--- src/rtl/fetch_unit_pkg.sv ---
// Shared widths, state encoding and payload type for the fetch stage.
package fetch_unit_pkg;

    localparam int unsigned WORD        = 64;
    localparam int unsigned INSTR_LEN   = 32;
    localparam int unsigned INSTR_BYTES = 4;

    typedef enum logic {
        FETCH_RUN   = 1'b0,
        FETCH_FAULT = 1'b1
    } fetch_state_e;

    typedef struct packed {
        logic [WORD-1:0]      pc;
        logic [INSTR_LEN-1:0] instr;
    } fetch_pkt_t;

    // A fetch address is unusable if misaligned or beyond the end of instruction memory.
    function automatic logic pc_is_bad(input logic [WORD-1:0] pc, input logic [WORD-1:0] limit);
        return (pc[1:0] != 2'b00) || (pc >= limit);
    endfunction

endpackage

--- src/rtl/fetch_fifo.sv ---
// Small synchronous FIFO buffering fetched {pc, instr} words; clear beats push and pop.
module fetch_fifo #(
    parameter int unsigned DEPTH = 2,
    parameter int unsigned W     = 96,
    localparam int unsigned CW   = $clog2(DEPTH + 1)
) (
    input  logic          clk,
    input  logic          rst,
    input  logic          clear,
    input  logic          push,
    input  logic          pop,
    input  logic [W-1:0]  wdata,
    output logic [W-1:0]  rdata,
    output logic [CW-1:0] count
);

    localparam int unsigned PW = (DEPTH > 1) ? $clog2(DEPTH) : 1;

    logic [W-1:0]  mem_q [DEPTH];
    logic [W-1:0]  mem_d [DEPTH];
    logic [PW-1:0] rd_ptr_q, rd_ptr_d;
    logic [PW-1:0] wr_ptr_q, wr_ptr_d;
    logic [CW-1:0] count_q, count_d;
    logic          do_pop;

    function automatic logic [PW-1:0] ptr_inc(input logic [PW-1:0] p);
        return (p == PW'(DEPTH - 1)) ? '0 : p + PW'(1);
    endfunction

    assign rdata = mem_q[rd_ptr_q];
    assign count = count_q;

    // Next-state for storage, pointers and occupancy.
    always_comb begin
        mem_d    = mem_q;
        rd_ptr_d = rd_ptr_q;
        wr_ptr_d = wr_ptr_q;
        count_d  = count_q;
        do_pop   = pop && (count_q != '0);
        if (clear) begin
            rd_ptr_d = '0;
            wr_ptr_d = '0;
            count_d  = '0;
        end else begin
            if (push) begin
                mem_d[wr_ptr_q] = wdata;
                wr_ptr_d        = ptr_inc(wr_ptr_q);
            end
            if (do_pop) begin
                rd_ptr_d = ptr_inc(rd_ptr_q);
            end
            count_d = count_q + CW'(push) - CW'(do_pop);
        end
    end

    // State registers; payload storage needs no reset.
    always_ff @(posedge clk) begin
        mem_q <= mem_d;
        if (rst) begin
            rd_ptr_q <= '0;
            wr_ptr_q <= '0;
            count_q  <= '0;
        end else begin
            rd_ptr_q <= rd_ptr_d;
            wr_ptr_q <= wr_ptr_d;
            count_q  <= count_d;
        end
    end

    // The issue rule upstream guarantees a free slot for every returning word.
    a_no_overflow: assert property (@(posedge clk) disable iff (rst)
        !(push && !clear && (count_q == CW'(DEPTH))));

endmodule

--- src/rtl/fetch_unit.sv ---
// Fetch stage: owns the PC, issues reads to a 1-cycle instruction memory and buffers results.
module fetch_unit
    import fetch_unit_pkg::*;
#(
    parameter logic [WORD-1:0] RESET_PC   = '0,
    parameter int unsigned     DEPTH      = 2,
    parameter logic [WORD-1:0] IMEM_BYTES = WORD'(4096)
) (
    input  logic                 clk,
    input  logic                 reset,
    output logic [WORD-1:0]      imem_addr,
    input  logic [INSTR_LEN-1:0] imem_instr,
    input  logic                 redirect_valid,
    input  logic [WORD-1:0]      redirect_target,
    output logic                 out_valid,
    input  logic                 out_ready,
    output logic [INSTR_LEN-1:0] out_instr,
    output logic [WORD-1:0]      out_pc,
    output logic                 fault
);

    localparam int unsigned CW  = $clog2(DEPTH + 1);
    localparam int unsigned CW1 = CW + 1;
    localparam int unsigned PKW = $bits(fetch_pkt_t);

    fetch_state_e    state_q, state_d;
    logic [WORD-1:0] pc_q, pc_d;
    logic [WORD-1:0] inflight_pc_q, inflight_pc_d;
    logic            inflight_q, inflight_d;
    logic            fault_q, fault_d;

    logic [CW-1:0]   fifo_count;
    logic [PKW-1:0]  fifo_rdata;
    fetch_pkt_t      push_pkt;
    fetch_pkt_t      head_pkt;
    logic [CW1-1:0]  occ;
    logic            pop, flush, push, try_issue, bad_pc, issue;

    assign imem_addr = pc_q;
    assign fault     = fault_q;
    assign out_valid = (fifo_count != '0);
    assign head_pkt  = fetch_pkt_t'(fifo_rdata);
    assign out_pc    = out_valid ? head_pkt.pc    : '0;
    assign out_instr = out_valid ? head_pkt.instr : '0;
    assign push_pkt  = '{pc: inflight_pc_q, instr: imem_instr};

    // Issue decision, redirect handling and RUN/FAULT transitions.
    always_comb begin
        pop       = out_valid && out_ready;
        flush     = (state_q == FETCH_RUN) && redirect_valid;
        push      = inflight_q && !flush;
        occ       = CW1'(fifo_count) + CW1'(inflight_q) - CW1'(pop);
        try_issue = (state_q == FETCH_RUN) && !redirect_valid && (occ < CW1'(DEPTH));
        bad_pc    = pc_is_bad(pc_q, IMEM_BYTES);
        issue     = try_issue && !bad_pc;

        state_d       = state_q;
        pc_d          = pc_q;
        inflight_d    = 1'b0;
        inflight_pc_d = inflight_pc_q;
        fault_d       = fault_q;

        if (flush) begin
            pc_d = redirect_target;
        end else if (issue) begin
            pc_d          = pc_q + WORD'(INSTR_BYTES);
            inflight_d    = 1'b1;
            inflight_pc_d = pc_q;
        end else if (try_issue && bad_pc) begin
            state_d = FETCH_FAULT;
            fault_d = 1'b1;
        end
    end

    // Registered fetch state with synchronous reset.
    always_ff @(posedge clk) begin
        if (reset) begin
            state_q       <= FETCH_RUN;
            pc_q          <= RESET_PC;
            inflight_q    <= 1'b0;
            inflight_pc_q <= '0;
            fault_q       <= 1'b0;
        end else begin
            state_q       <= state_d;
            pc_q          <= pc_d;
            inflight_q    <= inflight_d;
            inflight_pc_q <= inflight_pc_d;
            fault_q       <= fault_d;
        end
    end

    fetch_fifo #(
        .DEPTH (DEPTH),
        .W     (PKW)
    ) u_fifo (
        .clk   (clk),
        .rst   (reset),
        .clear (flush),
        .push  (push),
        .pop   (pop),
        .wdata (PKW'(push_pkt)),
        .rdata (fifo_rdata),
        .count (fifo_count)
    );

endmodule

--- config.mk ---
export PLATFORM = sky130hd
export DESIGN_NAME = fetch_unit
export DESIGN_NICKNAME = d
export VERILOG_FILES = /design/src/rtl/fetch_unit_pkg.sv /design/src/rtl/fetch_fifo.sv /design/src/rtl/fetch_unit.sv
export SDC_FILE = /design/constraint.sdc
export NUM_CORES = 1
export LEC_CHECK = 0
export ABC_CLOCK_PERIOD_IN_PS = 16000
export BUFFER_PORTS_ARGS = -buffer_cell sky130_fd_sc_hd__buf_2
export CAP_MARGIN = 20
export CORE_UTILIZATION = 40
export CTS_CLUSTER_SIZE = 25
export DETAILED_ROUTE_END_ITERATION = 7
export GPL_ROUTABILITY_DRIVEN = 0
export GPL_TIMING_DRIVEN = 0
export HOLD_SLACK_MARGIN = 0.1
export PLACE_DENSITY = 0.64
export SLEW_MARGIN = 20
export SYNTH_ARGS = -nofsm -noshare
export SYNTH_HDL_FRONTEND = slang
export SYNTH_HIERARCHICAL = 1
export SYNTH_SLANG_ARGS = --single-unit
--- constraint.sdc ---
create_clock -name clk -period 16 [get_ports clk]
set_input_delay 2.4 -clock clk [delete_from_list [all_inputs] [get_ports clk]]
set_output_delay 2.4 -clock clk [all_outputs]
set_load 0.1 [all_outputs]
== Word level (Yosys, flattened, before mapping) ==
Cells that the tools add are included.

* Output and inout bits: 162
* Flip-flop bits (word level): 326
* Logic and storage cells: 59
* Input bits: 100

* Add/subtract/negate cells: 7
* $lt $le $gt $ge: 5
* Reduce and logical (&&, ||, !) cells: 20
* Bitwise gates (word level): 5
* Mux-type cells: 13

{| class="wikitable"
|+ Operators by type and width
! cell !! count
|-
| $mux W96 || 4
|-
| $bwmux W192 || 1
|-
| $mux W64 || 3
|-
| $demux W96 S1 || 1
|-
| $add A64 B3 Y64 const B || 1
|-
| $ge A64 B13 Y1 const B || 1
|-
| $mux W32 || 1
|-
| $logic_and A1 B1 Y1 || 9
|-
| $reduce_bool A2 Y1 || 3
|-
| $ge A2 B2 Y1 const B || 2
|-
| $not A1 Y2 || 2
|-
| $reduce_and A2 Y1 || 2
|-
| $add A2 B1 Y3 || 1
|-
| $logic_not A1 Y1 || 3
|-
| $lt A3 B2 Y1 const B || 1
|-
| $mux W1 || 3
|-
| $not A1 Y1 || 3
|-
| $reduce_and A3 Y1 || 1
|-
| $sub A3 B1 Y3 || 1
|-
| $add A1 B1 Y1 const B || 2
|-
| $add A2 B1 Y2 || 1
|-
| $lt A2 B1 Y1 const B || 1
|-
| $reduce_or A2 Y1 || 1
|-
| $sub A2 B1 Y2 || 1
|-
| $logic_or A1 B1 Y1 || 1
|}

== Logic depth before layout (Yosys ltp) ==
Gate-level depths: netlist of run 1.

* Depth in word-level cells: 8
* Mapped depth: 14
* Depth with buffers taken out: 12

== Cells and area by module ==
The synthesis of run 1 kept the hierarchy.

{| class="wikitable"
|+ Modules (own cells, without submodules)
! module !! seq. area each (sq um) !! instances !! cells each !! area an instance (sq um)
|-
| fetch_fifo || 5845.6 || 1 || 318 || 7210.7
|-
| fetch_unit || 2602.5 || 1 || 616 || 5255.0
|}

== Worst setup path after synthesis of run 1 ==
Ideal clock, no wire load.

* Path kind: input to register
* Start: input redirect_valid
* End: register u_fifo/mem_q[100] (netlist bit) (enable)
* Cell stages on the path: 6
* Slack: 4844 ps
* Required time: 15312 ps
* Setup time: 688 ps
* Data arrival time: 10467 ps
* Path buffers: 3
* Cells stage by stage: nand2b_1 -> clkbuf_1 -> clkbuf_1 -> clkbuf_1 -> and2_1 -> nor3b_1

* Cells in the longest elaborated chain, start to end: 4
* Elaborated cells between the ends (all ways): 5
* Those cells by class: bitwise (1); reduce/logical (4)

{| class="wikitable"
|+ Ends and longest elaborated chain
! item !! line !! text
|-
| from (decl) || fetch_unit.sv:13 || <nowiki>input logic redirect_valid,</nowiki>
|-
| $logic_and A1 B1 Y1 || fetch_unit.sv:50 || <nowiki>flush = (state_q == FETCH_RUN) && redirect_valid;</nowiki>
|-
| $logic_not A1 Y1 || fetch_unit.sv:51 || <nowiki>push = inflight_q && !flush;</nowiki>
|-
| $logic_and A1 B1 Y1 || fetch_unit.sv:51 ||
|-
| via push || fetch_unit.sv:37 || <nowiki>logic pop, flush, push, try_issue, bad_pc, issue;</nowiki>
|-
| $reduce_and A2 Y1 (no source line) || - ||
|-
| to (signal assigned) || fetch_fifo.sv:58 || <nowiki>mem_q <= mem_d;</nowiki>
|-
| to (decl) || fetch_fifo.sv:19 || <nowiki>logic [W-1:0] mem_q [DEPTH];</nowiki>
|}

The timed path passes the listed nets, and every way through them passes these cells.
A chain may end at the register's enable or synchronous reset.

== Final worst setup path of run 1 ==
* Start: register u_fifo.count_q[1], in the netlist u_fifo/count[1]
* End: output out_instr[11]

* Cells in the longest elaborated chain, start to end: 2

{| class="wikitable"
|+ Ends and longest elaborated chain
! item !! line !! text
|-
| from (decl) || fetch_fifo.sv:23 || <nowiki>logic [CW-1:0] count_q, count_d;</nowiki>
|-
| from (signal assigned) || fetch_fifo.sv:66 || <nowiki>count_q <= count_d;</nowiki>
|-
| $reduce_bool A2 Y1 || fetch_unit.sv:41 || <nowiki>assign out_valid = (fifo_count != '0);</nowiki>
|-
| $mux W32 || fetch_unit.sv:44 || <nowiki>assign out_instr = out_valid ? head_pkt.instr : '0;</nowiki>
|-
| to (decl) || fetch_unit.sv:17 || <nowiki>output logic [INSTR_LEN-1:0] out_instr,</nowiki>
|}

Every way passes these cells.

==> impl_metrics.ini, run 1 <==
[critical_path]
cp_max_fo = 10
cp.arrival_ns = 2.97
rrSetupSlack_ns = 11.52
worst_setup_path_end_kind = primary output
timing.critical_path.cells = inv_1 -> nand2_1 -> clkbuf_1 -> clkbuf_1 -> and2_1 -> buf_2
critPathMaxStageDelay_ns = 0.48
cp_common_cell = clkbuf_1
reg2reg_depth = 13
crit_required_ns = 13.60
criticalPathCategory = reg2out
slowest_stage = clkbuf_1
worstSetupStartpointType = flip-flop
r2r_end = inflight_pc_q[55]$_SDFFE_PP0P_
r2r-start = u_fifo/count[1]$_SDFF_PP0_

[power]
powerDensity_nw_per_um2 = 117.0
p_seq_share_pct = 49.8
switching_share_pct = 24.66
ir_drop_mv = 0.07900
p_leak_nw = 5.884
power.internal_w = 0.001367
power_w = 0.001814
comb_power_share_pct = 8.2
p_clk_share_pct = 42.0
power_switching_w = 0.0004475

[yosys]
synth_fa_ha_area_share_pct = 0.6625
synth_xor_area_share_pct = 0.5320
synth_compound_area_share_pct = 3.904
synthMuxAreaShare_pct = 9.445
synth_edf_count = 192
synthSimpleGateAreaFrac_pct = 15.37
syn_area_um2 = 12470
syn_avg_cell_area_um2 = 13.35
ys_seq_area_share_pct = 67.77
postSynthCellCount = 934
async_flop_share_pct = 0
synth_cell_types = 45
synth_top_family_by_area = simple AND/OR/NAND/NOR gates
ys.flop_type = edfxtp_1
ys_ff_latch = 326
synth_nets = 1040
yosys_warnings = 6

[clock_network]
clock-sinks = 326
cts_root_buf = clkbuf_16
cts_tree = done
h-tree-depth = 2
ctsResizeCount = 0
path_clk_slew_ns = 0.06
cts_buffers = 36
cts_hold_buf = 0
insertion_delay_ns = 0.51
clockBufferDepth = 3
cts_setup_buffers = 0

[global_route]
grt_pass1_vias = 8034
grt_overflow = 0
grt_usage_pct = 17.65
grt_pass1_wl_um = 43200
antenna_found_initial = 0
grt_max_degree = 40

[final_layout]
final_area_um2 = 15510
nNetsFinal = 1353
fillerInstances = 2737
layout_common_cells = 270 x buf_2, 192 x edfxtp_1, 154 x and2_1
drive_gt1_share_pct = 35.95
mostFrequentLayoutCell = buf_2
diodes = 0
syn2layout_area_growth_pct = 24.45

[placed_design]
dp_hpwl_um = 20020
post_dp_cell_area_um2 = 14420
port_buffers = 261

[floorplan]
ios = 262
fp-row-count = 64
initial_core_util_pct = 40.75
core_area_um2 = 30590
fp.dieH_um = 178.5
dieWidth_um = 178.5
dieArea_um2 = 31870

[timing]
slew_viol_final = 0
skew_ns = 0.01158
fmax_ghz = 0.1861
maxSlewHeadroom_pct = 41.64
rsz0062_at_grt = no
setup_viol = 0
hold_ws_ns = 0.4352
hold_viol = 0
period_needed_ns = 5.373
tightest_slew_ns = 0.8753
fin_crit_sh_pct = 33.58

[route]
first_iter_violations = 344
viasPerCell = 4.757
wire_per_inst_um = 16.86
vias = 7945
dr.pass1.iters = 4
route.detailed.drc = 0
drt_wl_total_um = 28160
final_antenna_net_count = 0

[run_status]
status = complete, no violations

[job]
max-cap-violations = 0

[hold_path]
min_path_cells = 0
min_to = u_fifo/mem_q[186]$_DFFE_PP_
hp-class = reg2reg
min_from = inflight_pc_q[58]$_SDFFE_PP0P_
-- kinds of logic (layout without fill, tap and decap cells) --
logic type,count (synthesis),after routing
xor gates and xnor gates,6,6
DFF,326,326
AOI/OAI and AO/OA,87,87
and+or+nand+nor,350,350
buffers and inverters,61,401
muxes,98,98
adders and majority gates,6,6
-- layer usage --
layer | vias up | wire (um) | GRT usage (%)
li1 | 3880 | - | -
met1 | 3751 | 11930 | 21.08
met2 | 267 | 13510 | 30.86
met3 | 47 | 2118 | 4.838
met4 | 0 | 600 | 5.085
met5 | - | 0 | 0
-- cell usage after synthesis (all sizes together) (4+ instances only) --
| master | number | area [um^2] |
|---|---|---|
| mux2 | 97 | 1167 |
| nor3 | 5 | 25.02 |
| ha | 5 | 62.56 |
| o21a | 4 | 30.03 |
| nand4 | 8 | 56.30 |
| nor2 | 19 | 71.32 |
| buf | 19 | 131.4 |
| clkbuf | 33 | 123.9 |
| inv | 9 | 33.78 |
| edfxtp | 192 | 5766 |
| a21oi | 70 | 350.3 |
| dfxtp | 134 | 2683 |
| nor4 | 15 | 182.7 |
| nand2 | 132 | 495.5 |
| and2 | 155 | 972.2 |
-- power by group through the flow --
stage               Sequential [W]  Combinational [W]  Clock (W)
floorplan                 0.000995          0.0000342          0
global placement          0.000921           0.000147          0
detailed placement        0.000922           0.000148          0
CTS                       0.000904           0.000149   0.000783
global route              0.000905           0.000156   0.000818
finish                    0.000904           0.000148   0.000762
-- through the flow --
stage | setup WS, ns | cells | util (%) | setup TNS [ns]
5_1_grt | 10.40 | 1670 | 50.72 | 0
4_1_cts | 10.40 | 1670 | 50.72 | 0
3_3_place_gp | -0.6616 | 1591 | 46.64 | -62.76
6_report | 10.63 | 1670 | 50.72 | 0
3_5_place_dp | 10.31 | 1605 | 47.13 | 0
2_1_floorplan | 4.844 | 934 | - | 0
-- final cells by class --
type / count / area (um^2) / share of cell area, %
plain buffers: 52 / 255.2 / 1.645
clock buffers: 49 / 1011 / 6.517
clock inverters: 16 / 86.33 / 0.5565
inverters: 9 / 33.78 / 0.2178
multi-input cells: 547 / 3740 / 24.11
flip-flops and latches: 326 / 8448 / 54.46
well taps: 396 / 495.5 / 3.194
repair buffers: 275 / 1444 / 9.307
-- critical path, delay by kind of cell, from the launching register on --
| family | cells | cell delay [ns] |
|---|---|---|
| buf+inv | 4 | 1.42 |
| simple gates | 2 | 0.64 |
| flops | 1 | 0.39 |
-- state kept, by name, summed over array words and instances, names as in the netlist --
name	flops
u_fifo/count	2
u_fifo/rd_ptr_q	1
imem_addr	64
u_fifo/wr_ptr_q	1
u_fifo/mem_q	192
inflight_q	1
inflight_pc_q	64
fault	1
-- worst max path at each step --
stage | start | endpoint | slack (ns) | cells past startpoint
floorplan | redirect_valid | u_fifo/mem_q[100]$_DFFE_PP_ | 4.84 | 6
global placement | redirect_valid | u_fifo/mem_q[154]$_DFFE_PP_ | -0.66 | 7
detailed placement | redirect_valid | u_fifo/mem_q[55]$_DFFE_PP_ | 10.31 | 9
CTS | u_fifo/count[1]$_SDFF_PP0_ | out_instr[8] | 10.40 | 6
global route | u_fifo/count[1]$_SDFF_PP0_ | out_instr[3] | 10.40 | 6
finish | u_fifo/count[1]$_SDFF_PP0_ | out_instr[11] | 10.63 | 6
Power figures use the tool's default switching activity.
==> run 2: changes to the inputs <==
Settings changed: ABC_CLOCK_PERIOD_IN_PS 16000 to 5210.
Clock period 16 ns to 5.21 ns, I/O delays scaled along.
==> run 2 against run 1 <==
Critical path depth rose by 7. Final cell count fell by 0.18%. Sequential cell count did not move. Combinational power rose to 3.1 times the previous value. Total power rose to 3.2 times the previous value. Sequential power rose to 3.1 times the previous value. Utilization rose by 0.36 points. Critical path type is now reg2reg. Highest routed layer unchanged.
==> impl_metrics.ini, run 2 (synthesized netlist as in run 1, its figures left out) <==
[floorplan]
ios = 262
fp.dieH_um = 178.5
fp-row-count = 64
dieArea_um2 = 31870
dieWidth_um = 178.5
core_area_um2 = 30590
initial_core_util_pct = 40.75

[critical_path]
worst_setup_path_end_kind = flip-flop
rrSetupSlack_ns = 0.52
critPathMaxStageDelay_ns = 0.53
path_depth = 13
worstSetupStartpointType = flip-flop
cp.arrival_ns = 5.10
r2r_end = inflight_pc_q[51]$_SDFFE_PP0P_
reg2reg_depth = 13
path_buf_inv = 3
criticalPathCategory = reg2reg
worstSetupEndpoint = inflight_pc_q[51]$_SDFFE_PP0P_
crit_required_ns = 5.62
path_delay_family = simple AND/OR/NAND/NOR gates
startpoint = u_fifo/count[1]$_SDFF_PP0_
cp_max_fo = 10
timing.critical_path.cells = inv_1 -> nand2_1 -> clkbuf_1 -> and2_1 -> ha_1 -> nor2b_1 -> fa_1 -> nor4_4 -> nand4_1 -> nor4_4 -> nor2_1 -> clkbuf_1 -> and2_1
slowest_stage = clkbuf_1
r2r-start = u_fifo/count[1]$_SDFF_PP0_

[timing]
skew_ns = 0.01470
hold_ws_ns = 0.4407
hold_viol = 0
rsz0062_at_grt = no
slew_viol_final = 0
maxSlewHeadroom_pct = 29.62
fin_crit_sh_pct = 90.09
period_needed_ns = 4.693
fin_setup_tns_ns = 0
setup_viol = 0
tightest_slew_ns = 1.056
fmax_ghz = 0.2131

[route]
wire_per_inst_um = 16.75
first_iter_violations = 418
final_antenna_net_count = 0
top_layer = met4
wl_met1_um = 11640
routed-wl-met2_um = 13460
dr.pass1.iters = 4
vias = 7995
viasPerCell = 4.796
wl_met3_um = 2279
drt_wl_total_um = 27920
route.detailed.drc = 0

[placed_design]
port_buffers = 261
dp_hpwl_um = 19680
place_inst = 1601

[job]
max-cap-violations = 0

[final_layout]
mostFrequentLayoutCell = buf_2
regMostFlops = u_fifo/mem_q
fillerInstances = 2721
post-route-util_pct = 51.08
finalNonFillerCells = 1667
diodes = 0
layout_common_cells = 270 x buf_2, 192 x edfxtp_1, 154 x and2_1
drive_gt1_share_pct = 35.64
syn2layout_area_growth_pct = 25.33
largest_register_ffs = 192
nNetsFinal = 1349

[global_route]
antenna_found_initial = 0
grt_overflow = 0
grt_pass1_vias = 7807
grt_pass1_wl_um = 42770
grt_usage_pct = 17.52
grt_max_degree = 41

[clock_network]
cts_buffers = 36
cts_hold_buf = 0
h-tree-depth = 2
clock-sinks = 326
insertion_delay_ns = 0.52
ctsResizeCount = 0
clockBufferDepth = 3
cts_tree = done
cts_setup_buffers = 0
cts_root_buf = clkbuf_16
path_clk_slew_ns = 0.06

[power]
p_leak_nw = 5.905
power_w = 0.005721
powerDensity_nw_per_um2 = 366.2
ir_drop_mv = 0.2456

[hold_path]
hp-class = reg2reg

[run_status]
status = complete, no violations
==> run 2: cell count changes in the layout (fill, tap and decap cells not counted), sizes merged <==
| cell | change |
|---|---|
| buf | -4 |
| bufinv | +2 |
| clkbuf | +7 |
| clkinv | -7 |
| inv | -1 |
==> run 2: area by class of cell <==
cell class	count	area [um^2]	share of cell area [%]
Sequential cell	326	8448	54.07
Multi-Input combinational cell	547	3744	23.96
Timing Repair Buffer	271	1471	9.418
Clock buffer	56	1046	6.695
Tap cell	396	495.5	3.171
Buffer	52	255.2	1.634
Clock inverter	10	130.1	0.8329
Inverter	9	33.78	0.2162
==> run 2: through the flow <==
stage | instance area, um^2 | worst slack (ns)
after CTS | 15620 | 0.3440
after detailed placement | 14450 | 0.3724
after global routing | 15620 | 0.1156
final | 15620 | 0.5165
after floorplan | 12480 | 0.1069
after global placement | 14280 | -1.777
==> run 2: worst register-to-register path, stage by stage (launching register included) <==
cell      delay, ns
dfxtp_1        0.40
inv_1          0.10
nand2_1        0.49
clkbuf_1       0.53
and2_1         0.26
ha_1           0.24
nor2b_1        0.13
fa_1           0.47
nor4_4         0.43
nand4_1        0.21
nor4_4         0.44
nor2_1         0.33
clkbuf_1       0.32
and2_1         0.24
==> run 2: routing by layer <==
| metal | GRT usage, % | up-vias |
|---|---|---|
| met4 | 4.908 | 0 |
| met2 | 30.17 | 280 |
| met3 | 5.072 | 33 |
| li1 | - | 3893 |
| met5 | 0 | - |
| met1 | 21.22 | 3789 |
==> run 2: power breakdown <==
group | leakage, nW | internal (W) | switching, W
clock | 0.578 | 0.00149 | 0.000997
combinational | 2.78 | 0.0000936 | 0.000361
sequential | 2.55 | 0.00274 | 0.0000357
total | 5.91 | 0.00433 | 0.00139
==> run 2: worst min path at each step <==
stage          cells after the start                          end                      startpoint  slack (ns)
2_1_floorplan                      0  u_fifo/mem_q[128]$_DFFE_PP_   inflight_pc_q[0]$_SDFFE_PP0P_        0.42
4_1_cts                            1  u_fifo/mem_q[126]$_DFFE_PP_                  imem_instr[30]        0.43
3_3_place_gp                       0   u_fifo/mem_q[44]$_DFFE_PP_  inflight_pc_q[12]$_SDFFE_PP0P_        0.42
5_1_grt                            1   u_fifo/mem_q[30]$_DFFE_PP_                  imem_instr[30]        0.43
3_5_place_dp                       0  u_fifo/mem_q[164]$_DFFE_PP_  inflight_pc_q[36]$_SDFFE_PP0P_        0.43
6_report                           0   u_fifo/mem_q[88]$_DFFE_PP_  inflight_pc_q[56]$_SDFFE_PP0P_        0.44
==> run 3: changes to the inputs <==
Settings changed: PLACE_DENSITY 0.64 to unset, PLACE_DENSITY_LB_ADDON set to 0.1.
==> run 3 against run 2 <==
Global-route usage down 0.34 points. Largest cell class unchanged. Worst setup slack improved by 0.16 ns. First-iteration DRC count decreased by 43%. Critical endpoint is now inflight_pc_q[31]$_SDFFE_PP0P_.
==> impl_metrics.ini, run 3 (synthesized netlist as in run 1, its figures left out) <==
[placed_design]
port_buffers = 261
dp_hpwl_um = 19010
post_dp_cell_area_um2 = 14440

[final_layout]
drive_gt1_share_pct = 35.70
largest_register_ffs = 192
mostFrequentLayoutCell = buf_2
fillerInstances = 2796
regMostFlops = u_fifo/mem_q
syn2layout_area_growth_pct = 24.76
multi_input_area_um2 = 3744
layout_common_cells = 270 x buf_2, 192 x edfxtp_1, 154 x and2_1
seq_area_um2 = 8448
nNetsFinal = 1349
post-route-util_pct = 50.84
final_area_um2 = 15550

[job]
max-cap-violations = 0

[route]
wire_per_inst_um = 16.39
vias = 7893
first_iter_violations = 239
drt_wl_total_um = 27310
route.detailed.drc = 0
viasPerCell = 4.735
final_antenna_net_count = 0
dr.pass1.iters = 4

[floorplan]
initial_core_util_pct = 40.75
ios = 262
fp.dieH_um = 178.5
core_area_um2 = 30590
fp-row-count = 64
dieArea_um2 = 31870
dieWidth_um = 178.5

[critical_path]
r2r-start = u_fifo/count[1]$_SDFF_PP0_
cp.arrival_ns = 4.93
worst_setup_path_end_kind = flip-flop
startpoint = u_fifo/count[1]$_SDFF_PP0_
critPathMaxStageDelay_ns = 0.48
slowest_stage = clkbuf_1
worstSetupStartpointType = flip-flop
timing.critical_path.cells = inv_1 -> nand2_1 -> clkbuf_1 -> and2_1 -> ha_1 -> nor2b_1 -> fa_1 -> nor4_4 -> nand4_1 -> nor4_4 -> nor2_1 -> clkbuf_1 -> and2_1
rrSetupSlack_ns = 0.68
cp_max_fo = 10
reg2reg_depth = 13
r2r_end = inflight_pc_q[31]$_SDFFE_PP0P_
crit_required_ns = 5.61
worstSetupEndpoint = inflight_pc_q[31]$_SDFFE_PP0P_
criticalPathCategory = reg2reg

[clock_network]
ctsResizeCount = 0
cts_setup_buffers = 0
cts_root_buf = clkbuf_16
cts_buffers = 35
path_clk_slew_ns = 0.06
h-tree-depth = 2
clock-sinks = 326
cts_tree = done
clockBufferDepth = 3
insertion_delay_ns = 0.51
cts_hold_buf = 0

[timing]
fin_crit_sh_pct = 87.02
hold_ws_ns = 0.4386
skew_ns = 0.01729
period_needed_ns = 4.534
fmax_ghz = 0.2206
tightest_slew_ns = 0.8907
maxSlewHeadroom_pct = 40.40
setup_viol = 0
rsz0062_at_grt = no
hold_viol = 0
fin_setup_tns_ns = 0
slew_viol_final = 0

[global_route]
met3_usage_pct = 4.625
gr-usage-met2_pct = 28.23
grt_usage_pct = 17.18
grt_pass1_vias = 7861
grt_pass1_wl_um = 42070
grt_max_degree = 38
antenna_found_initial = 3
grt_use_met1_pct = 21.86
grt_busiest_layer = met2
grt_overflow = 0

[hold_path]
hp-class = reg2reg

[power]
powerDensity_nw_per_um2 = 359.3
power_w = 0.005587
p_leak_nw = 5.872
ir_drop_mv = 0.2127

[run_status]
status = complete, no violations
## run 3: changes by cell type in the layout (fill, tap and decap cells not counted), sizes merged
cell      change
buf           +1
bufinv        -1
clkbuf        -6
clkinv        +4
clkinvlp      +1
diode         +2
inv           -1
## run 3: power by group
group / internal (W) / total [W] / switching, W
clock network: 0.00140 / 0.00236 / 0.000966
logic: 0.0000937 / 0.000451 / 0.000357
registers: 0.00274 / 0.00277 / 0.0000347
total: 0.00423 / 0.00559 / 0.00136
## run 3: layer usage
metal / wire [um] / share of wire [%] / vias to the layer above
li1: - / - / 3885
met1: 12110 / 44 / 3721
met2: 12680 / 46 / 223
met3: 1850 / 6.8 / 60
met4: 646 / 2.4 / 4
met5: 27 / 0.099 / -
## run 3: cell type report
cell class	instances	share of cell area [%]
Tap cell	396	3.186
Inverter	9	0.2172
Timing Repair Buffer	272	9.405
Clock buffer	50	6.452
Buffer	52	1.641
Sequential cell	326	54.32
Clock inverter	13	0.6758
Multi-Input combinational cell	547	24.07
Antenna cell	2	0.03218
## run 3: worst min-delay path by stage
stage,from,end,slack (ns),cells after the start
6_report,inflight_pc_q[55]$_SDFFE_PP0P_,u_fifo/mem_q[183]$_DFFE_PP_,0.44,0
5_1_grt,imem_instr[28],u_fifo/mem_q[28]$_DFFE_PP_,0.44,1
4_1_cts,imem_instr[11],u_fifo/mem_q[107]$_DFFE_PP_,0.43,1
3_5_place_dp,inflight_pc_q[48]$_SDFFE_PP0P_,u_fifo/mem_q[176]$_DFFE_PP_,0.43,0
3_3_place_gp,inflight_pc_q[43]$_SDFFE_PP0P_,u_fifo/mem_q[75]$_DFFE_PP_,0.42,0
2_1_floorplan,inflight_pc_q[0]$_SDFFE_PP0P_,u_fifo/mem_q[128]$_DFFE_PP_,0.42,0
## run 3: worst max-delay path, delay by kind of cell, from the launching register on
family                     cells  cell delay (ns)
DFF                            1             0.39
adders and majority gates      2             0.70
buffers and inverters          3             0.91
and+or+nand+nor                8             2.43
## run 3: stage by stage
step	instances	worst slack [ns]
2_1_floorplan	934	0.1069
3_3_place_gp	1591	-1.902
3_5_place_dp	1602	0.4709
4_1_cts	1665	0.4685
5_1_grt	1666	0.2220
6_report	1667	0.6763
